File: config.mk
export PLATFORM = sky130hd
export DESIGN_NAME = regfile_mp
export DESIGN_NICKNAME = d
export VERILOG_FILES = /design/src/rtl/regfile_mp.sv
export SDC_FILE = /design/constraint.sdc
export NUM_CORES = 2
export LEC_CHECK = 0
export CAP_MARGIN = 20
export CELL_PAD_IN_SITES_DETAIL_PLACEMENT = 1
export CELL_PAD_IN_SITES_GLOBAL_PLACEMENT = 2
export CORE_AREA = 4 4 386 388
export DETAILED_ROUTE_END_ITERATION = 10
export DIE_AREA = 0 0 390 392
export GPL_TIMING_DRIVEN = 0
export PLACE_DENSITY_LB_ADDON = 0.05
export SLEW_MARGIN = 40
export SYNTH_ARGS = -nofsm -noshare
export SYNTH_HDL_FRONTEND = slang
export SYNTH_SLANG_ARGS = --single-unit
File: constraint.sdc
create_clock -name clk -period 5.4 [get_ports clk]
set_input_delay 0.54 -clock clk [delete_from_list [all_inputs] [get_ports clk]]
set_output_delay 0.54 -clock clk [all_outputs]
set_load 0.02 [all_outputs]
File: src/rtl/regfile_mp.sv
// Multi-port integer register file with busy-bit scoreboard and post-reset clear sweep.
// Optional same-cycle write-to-read forwarding: define REGFILE_BYPASS_EN.

module regfile_mp_rdport #(
  parameter int XLEN = 32,
  parameter int AW   = 5,
  parameter int NWR  = 2
) (
  input  logic                      i_vld,
  input  logic [AW-1:0]             i_addr,
  input  logic [XLEN-1:0]           i_data,
  input  logic                      i_busy,
  input  logic [NWR-1:0]            i_wr_en,
  input  logic [NWR-1:0][AW-1:0]    i_wr_addr,
  input  logic [NWR-1:0][XLEN-1:0]  i_wr_data,
  output logic [XLEN-1:0]           o_data,
  output logic                      o_busy
);

`ifdef REGFILE_BYPASS_EN
  // Ascending scan so the youngest (highest-index) matching write wins.
  always_comb begin
    o_data = '0;
    o_busy = 1'b0;
    if (i_vld) begin
      o_data = i_data;
      o_busy = i_busy;
      for (int i = 0; i < NWR; i++) begin
        if (i_wr_en[i] && (i_wr_addr[i] == i_addr)) begin
          o_data = i_wr_data[i];
          o_busy = 1'b0;
        end
      end
    end
  end
`else
  logic w_unused_wr;
  assign w_unused_wr = ^{i_wr_en, i_wr_addr, i_wr_data};

  always_comb begin
    o_data = '0;
    o_busy = 1'b0;
    if (i_vld) begin
      o_data = i_data;
      o_busy = i_busy;
    end
  end
`endif

endmodule

module regfile_mp #(
  parameter int XLEN = 32,
  parameter int NREG = 32,
  parameter int AW   = 5,
  parameter int NRD  = 2,
  parameter int NWR  = 2
) (
  input  logic                  clk,
  input  logic                  rst,
  output logic                  ready,
  input  logic [NWR-1:0]        wr_en,
  input  logic [NWR*AW-1:0]     wr_addr,
  input  logic [NWR*XLEN-1:0]   wr_data,
  input  logic [NRD-1:0]        rd_en,
  input  logic [NRD*AW-1:0]     rd_addr,
  output logic [NRD*XLEN-1:0]   rd_data,
  output logic [NRD-1:0]        rd_busy,
  input  logic                  clm_en,
  input  logic [AW-1:0]         clm_addr
);

  localparam int              DEPTH  = 1 << AW;
  localparam logic [AW:0]     NREG_A = (AW+1)'(NREG);
  localparam logic [AW-1:0]   LAST   = AW'(NREG-1);

  typedef enum logic {S_INIT, S_RUN} state_t;

  typedef struct packed {
    logic            en;
    logic [AW-1:0]   addr;
    logic [XLEN-1:0] data;
  } wreq_t;

  state_t                    r_state, w_state_nxt;
  logic [AW-1:0]             r_cnt;
  logic [XLEN-1:0]           r_regs [DEPTH];
  logic [DEPTH-1:0]          r_busy;
  logic [DEPTH-1:0]          w_busy_nxt;
  logic                      w_run;
  logic                      w_clm_ok;

  logic [NWR-1:0][AW-1:0]    w_wr_addr;
  logic [NWR-1:0][XLEN-1:0]  w_wr_data;
  wreq_t [NWR-1:0]           w_wreq;
  logic [NWR-1:0]            w_wr_ok;

  logic [NRD-1:0][AW-1:0]    w_rd_addr;
  logic [NRD-1:0][XLEN-1:0]  w_rd_stored;
  logic [NRD-1:0]            w_rd_sbusy;
  logic [NRD-1:0]            w_rd_vld;
  logic [NRD-1:0][XLEN-1:0]  w_rd_data;

  assign w_wr_addr = wr_addr;
  assign w_wr_data = wr_data;
  assign w_rd_addr = rd_addr;
  assign rd_data   = w_rd_data;
  assign w_run     = (r_state == S_RUN);
  assign ready     = w_run;

  // Writes and claims only take effect in RUN, to nonzero in-range addresses.
  genvar gi;
  generate
    for (gi = 0; gi < NWR; gi++) begin : g_wr
      assign w_wreq[gi].en   = wr_en[gi] && w_run && (w_wr_addr[gi] != '0) &&
                               ({1'b0, w_wr_addr[gi]} < NREG_A);
      assign w_wreq[gi].addr = w_wr_addr[gi];
      assign w_wreq[gi].data = w_wr_data[gi];
      assign w_wr_ok[gi]     = w_wreq[gi].en;
    end
  endgenerate

  assign w_clm_ok = clm_en && w_run && (clm_addr != '0) &&
                    ({1'b0, clm_addr} < NREG_A);

  always_comb begin
    w_state_nxt = r_state;
    case (r_state)
      S_INIT:  if (r_cnt == LAST) w_state_nxt = S_RUN;
      S_RUN:   w_state_nxt = S_RUN;
      default: w_state_nxt = S_INIT;
    endcase
  end

  always_ff @(posedge clk) begin
    if (rst) begin
      r_state <= S_INIT;
      r_cnt   <= AW'(1);
    end else begin
      r_state <= w_state_nxt;
      if (r_state == S_INIT) r_cnt <= r_cnt + 1'b1;
    end
  end

  // Claim is applied after the write clears: it is the younger event.
  always_comb begin
    w_busy_nxt = r_busy;
    for (int i = 0; i < NWR; i++) begin
      if (w_wr_ok[i]) w_busy_nxt[w_wreq[i].addr] = 1'b0;
    end
    if (w_clm_ok) w_busy_nxt[clm_addr] = 1'b1;
    w_busy_nxt[0] = 1'b0;
  end

  always_ff @(posedge clk) begin
    if (rst) r_busy <= '0;
    else     r_busy <= w_busy_nxt;
  end

  // Storage has no reset so it can map to RAM; the sweep clears it instead.
  always_ff @(posedge clk) begin
    if (!rst) begin
      if (r_state == S_INIT) begin
        r_regs[r_cnt] <= '0;
      end else begin
        for (int i = 0; i < NWR; i++) begin
          if (w_wr_ok[i]) r_regs[w_wreq[i].addr] <= w_wreq[i].data;
        end
      end
    end
  end

  genvar gj;
  generate
    for (gj = 0; gj < NRD; gj++) begin : g_rd
      assign w_rd_vld[gj]    = rd_en[gj] && w_run && (w_rd_addr[gj] != '0) &&
                               ({1'b0, w_rd_addr[gj]} < NREG_A);
      assign w_rd_stored[gj] = r_regs[w_rd_addr[gj]];
      assign w_rd_sbusy[gj]  = r_busy[w_rd_addr[gj]];

      regfile_mp_rdport #(.XLEN(XLEN), .AW(AW), .NWR(NWR)) u_rdport (
        .i_vld     (w_rd_vld[gj]),
        .i_addr    (w_rd_addr[gj]),
        .i_data    (w_rd_stored[gj]),
        .i_busy    (w_rd_sbusy[gj]),
        .i_wr_en   (w_wr_ok),
        .i_wr_addr (w_wr_addr),
        .i_wr_data (w_wr_data),
        .o_data    (w_rd_data[gj]),
        .o_busy    (rd_busy[gj])
      );
    end
  endgenerate

endmodule

==> impl_metrics.ini <==
[run_status]
outcome = finished, violations left
violations = negative setup slack

[route]
drtAntennaViolNets = 0
wl_mm = 359
drtPass1Iterations = 6
drtIter0Drc = 8966
route.detailed.drc = 0
wire_per_inst_um = 44.6
via_per_inst = 6.99
vias = 56355

[clock_tree]
cts_made_buffers = 131
tritoncts = built
cts_setup_buffers = 0
cts_resized = 8
hold_buffers = 0
clockBufferDepth = 3
clock_latency_ns = 0.81
htreeDepth = 4
cts_root_buffer = clkbuf_16
cts.sinks = 1061
path_clk_slew_ns = 0.07

[pwr]
p_leak_nw = 22.1
irDropWorstVdd_mv = 0.235
total_power_mw = 20.2
powerDensity_nw_per_um2 = 276

[worst_setup_path]
r2r_slack_ns = 1.48
arrival_ns = 5.17
worstPathMaxFanout = 10
cp-start-kind = register
crit_start = ready
worstPathCellList = buf_2 > buf_2 > nand3_1 > clkbuf_1 > a21oi_1 > a31oi_1 > a21oi_1 > clkdlybuf4s50_1
cp.required_ns = 4.86
ff2ff_path_depth = 9
critPathSlowestCell = clkdlybuf4s50_1
r2r_end = r_regs[27][5]
max_stage_delay_ns = 0.76
end_kind = output port
path_class = register to output port
r2r-start = ready

[sta]
period_share = 1.06
rsz0062_at_grt = no
tightest_slew_ns = 1.01
setup_tns_ns = -2.82
hold_viol = 0
fin_hold_ws_ns = 0.157
setup_ws_ns = -0.311
slew_viol_final = 0
period_needed_ns = 5.71
max_freq_mhz = 175
finalSetupViolations = 23
clock_skew_ns = 0.0157
relSlewSlack = 0.323

[min_path]
hold_start = clm_addr[1]
hold_class = input port to register
holdPathEnd = r_busy[7]
holdPathStages = 3

[global_routing]
grt_max_degree = 18
grt_usage = 0.462
grt-ovfl-total = 0
first_global_vias = 55436
grt_pass1_wl_mm = 475
antenna_found_initial = 22

[cells_and_area]
fin_nets = 6114
most-common-layout-cells = nand2_1, edfxtp_1, o21ai_0
area_growth_pct = 17.4
fin_cells = 8059
final_common_cell = nand2_1
final_util = 0.503
final_area_um2 = 73100
final_layout_size_suffix_gt1_frac = 0.197

[synthesis]
yosysUniqueCellTypes = 66
synth_edf_count = 1024
synth-seq-cells = 1061
yosys_most_used_dff = edfxtp_1
synth_area_um2 = 62300
synth_cells = 5600
synth_warnings = 0
async_reset_ff_frac = 0
synth_nets = 5698
syn_avg_cell_area_um2 = 11.1
synth-seq-area-share = 0.506

[die]
rows = 140
die_h_um = 392
core_um2 = 145000
die_w_um = 390
dieArea_um2 = 153000
pin_count = 163
initial_core_util = 0.428

[place]
place_ws_ns = -0.307
place_area_um2 = 68600
gp_congestion = 1.08
port_buffers = 151
hpwl_mm = 273
placed_cells = 7797

[job]
maxCapViolCount = 0
[cells in the mapped netlist (all sizes together) (3+ instances only)]
cell type,n,share of area
nor2,26,0.0016
nand3b,8,0.00096
nand3,52,0.0042
mux4,325,0.12
o22ai,19,0.0019
a32oi,38,0.0053
a21o,3,0.00036
nand4b,4,0.00056
o211ai,33,0.0040
edfxtp,1024,0.49
inv,6,0.00036
clkbuf,376,0.023
or2,30,0.0030
o31ai,5,0.00060
buf,309,0.028
mux2i,441,0.071
a2bb2oi,26,0.0037
a31oi,71,0.0071
and2,5,0.00050
or3,5,0.00050
nor2b,12,0.0012
o21ai,993,0.080
o311a,32,0.0051
and4b,3,0.00048
nor3,6,0.00056
a22oi,95,0.011
nand2b,31,0.0031
nor3b,7,0.00092
dfxtp,37,0.012
and3,5,0.00050
a21oi,118,0.0095
nand4,7,0.00070
o32ai,7,0.00098
nor4,4,0.00050
and3b,6,0.00084
nand2,1256,0.076
mux2,103,0.019
a221oi,48,0.0070
[routing by layer]
metal / part of all wire / vias up / global-route usage
met5: 0.00038 / - / 0
met4: 0.098 / 8 / 0.364
met3: 0.12 / 1127 / 0.142
met2: 0.42 / 4449 / 0.665
met1: 0.36 / 28817 / 0.579
li1: - / 21954 / -
[report_power, final]
group          total, mW  switching (mW)  internal [mW]
Clock               9.19            3.99           5.20
Sequential          9.04          0.0566           8.98
Combinational       1.97            1.37          0.601
Total               20.2            5.41           14.8
[worst max-delay path, delay by kind of cell (launching register included)]
kind                   cells  cell delay (ns)
AO/OA/AOI/OAI              3             1.26
buffers and inverters      4             2.00
flip-flops                 1             0.55
AND/OR/NAND/NOR            1             0.54
[worst max-delay path by stage]
stage	to	slack [ns]	depth (start not counted)
5_1_grt	rd_data[45]	0.02	8
3_5_place_dp	rd_data[18]	-0.31	8
2_1_floorplan	r_regs[29][0]	0.96	5
4_1_cts	rd_data[17]	0.02	7
6_report	rd_data[18]	-0.31	8
3_3_place_gp	r_regs[29][6]	-4.78	6
[logic make-up (layout without fill, tap and decap cells)]
family / count (synthesis) / count (layout) / share of synthesized area
xor gates and xnor gates: 3 / 3 / 0.000422
and+or+nand+nor: 1475 / 1475 / 0.0970
DFF: 1061 / 1061 / 0.506
adders and majority gates: 2 / 2 / 0.000402
other: 0 / 20 / 0
AOI/OAI and AO/OA: 1497 / 1497 / 0.138
muxes: 869 / 869 / 0.207
buffers and inverters: 693 / 1215 / 0.0509
[layout make-up]
type,instances,area (µm²)
Antenna cell,20,50.0
Buffer,685,3310
Clock buffer,160,3430
Clock inverter,79,875
Fill cell,15399,72300
Inverter,8,30.0
Multi-Input combinational cell,3846,28300
Sequential cell,1061,31500
Tap cell,1917,2400
Timing Repair Buffer,283,3200
[flip-flops by register name, summed over array words and instances (netlist names)]
| name | cells |
|---|---|
| r_busy | 31 |
| r_cnt | 5 |
| r_regs | 1024 |
| ready | 1 |
Note: power is estimated with default switching activity, not from simulation.
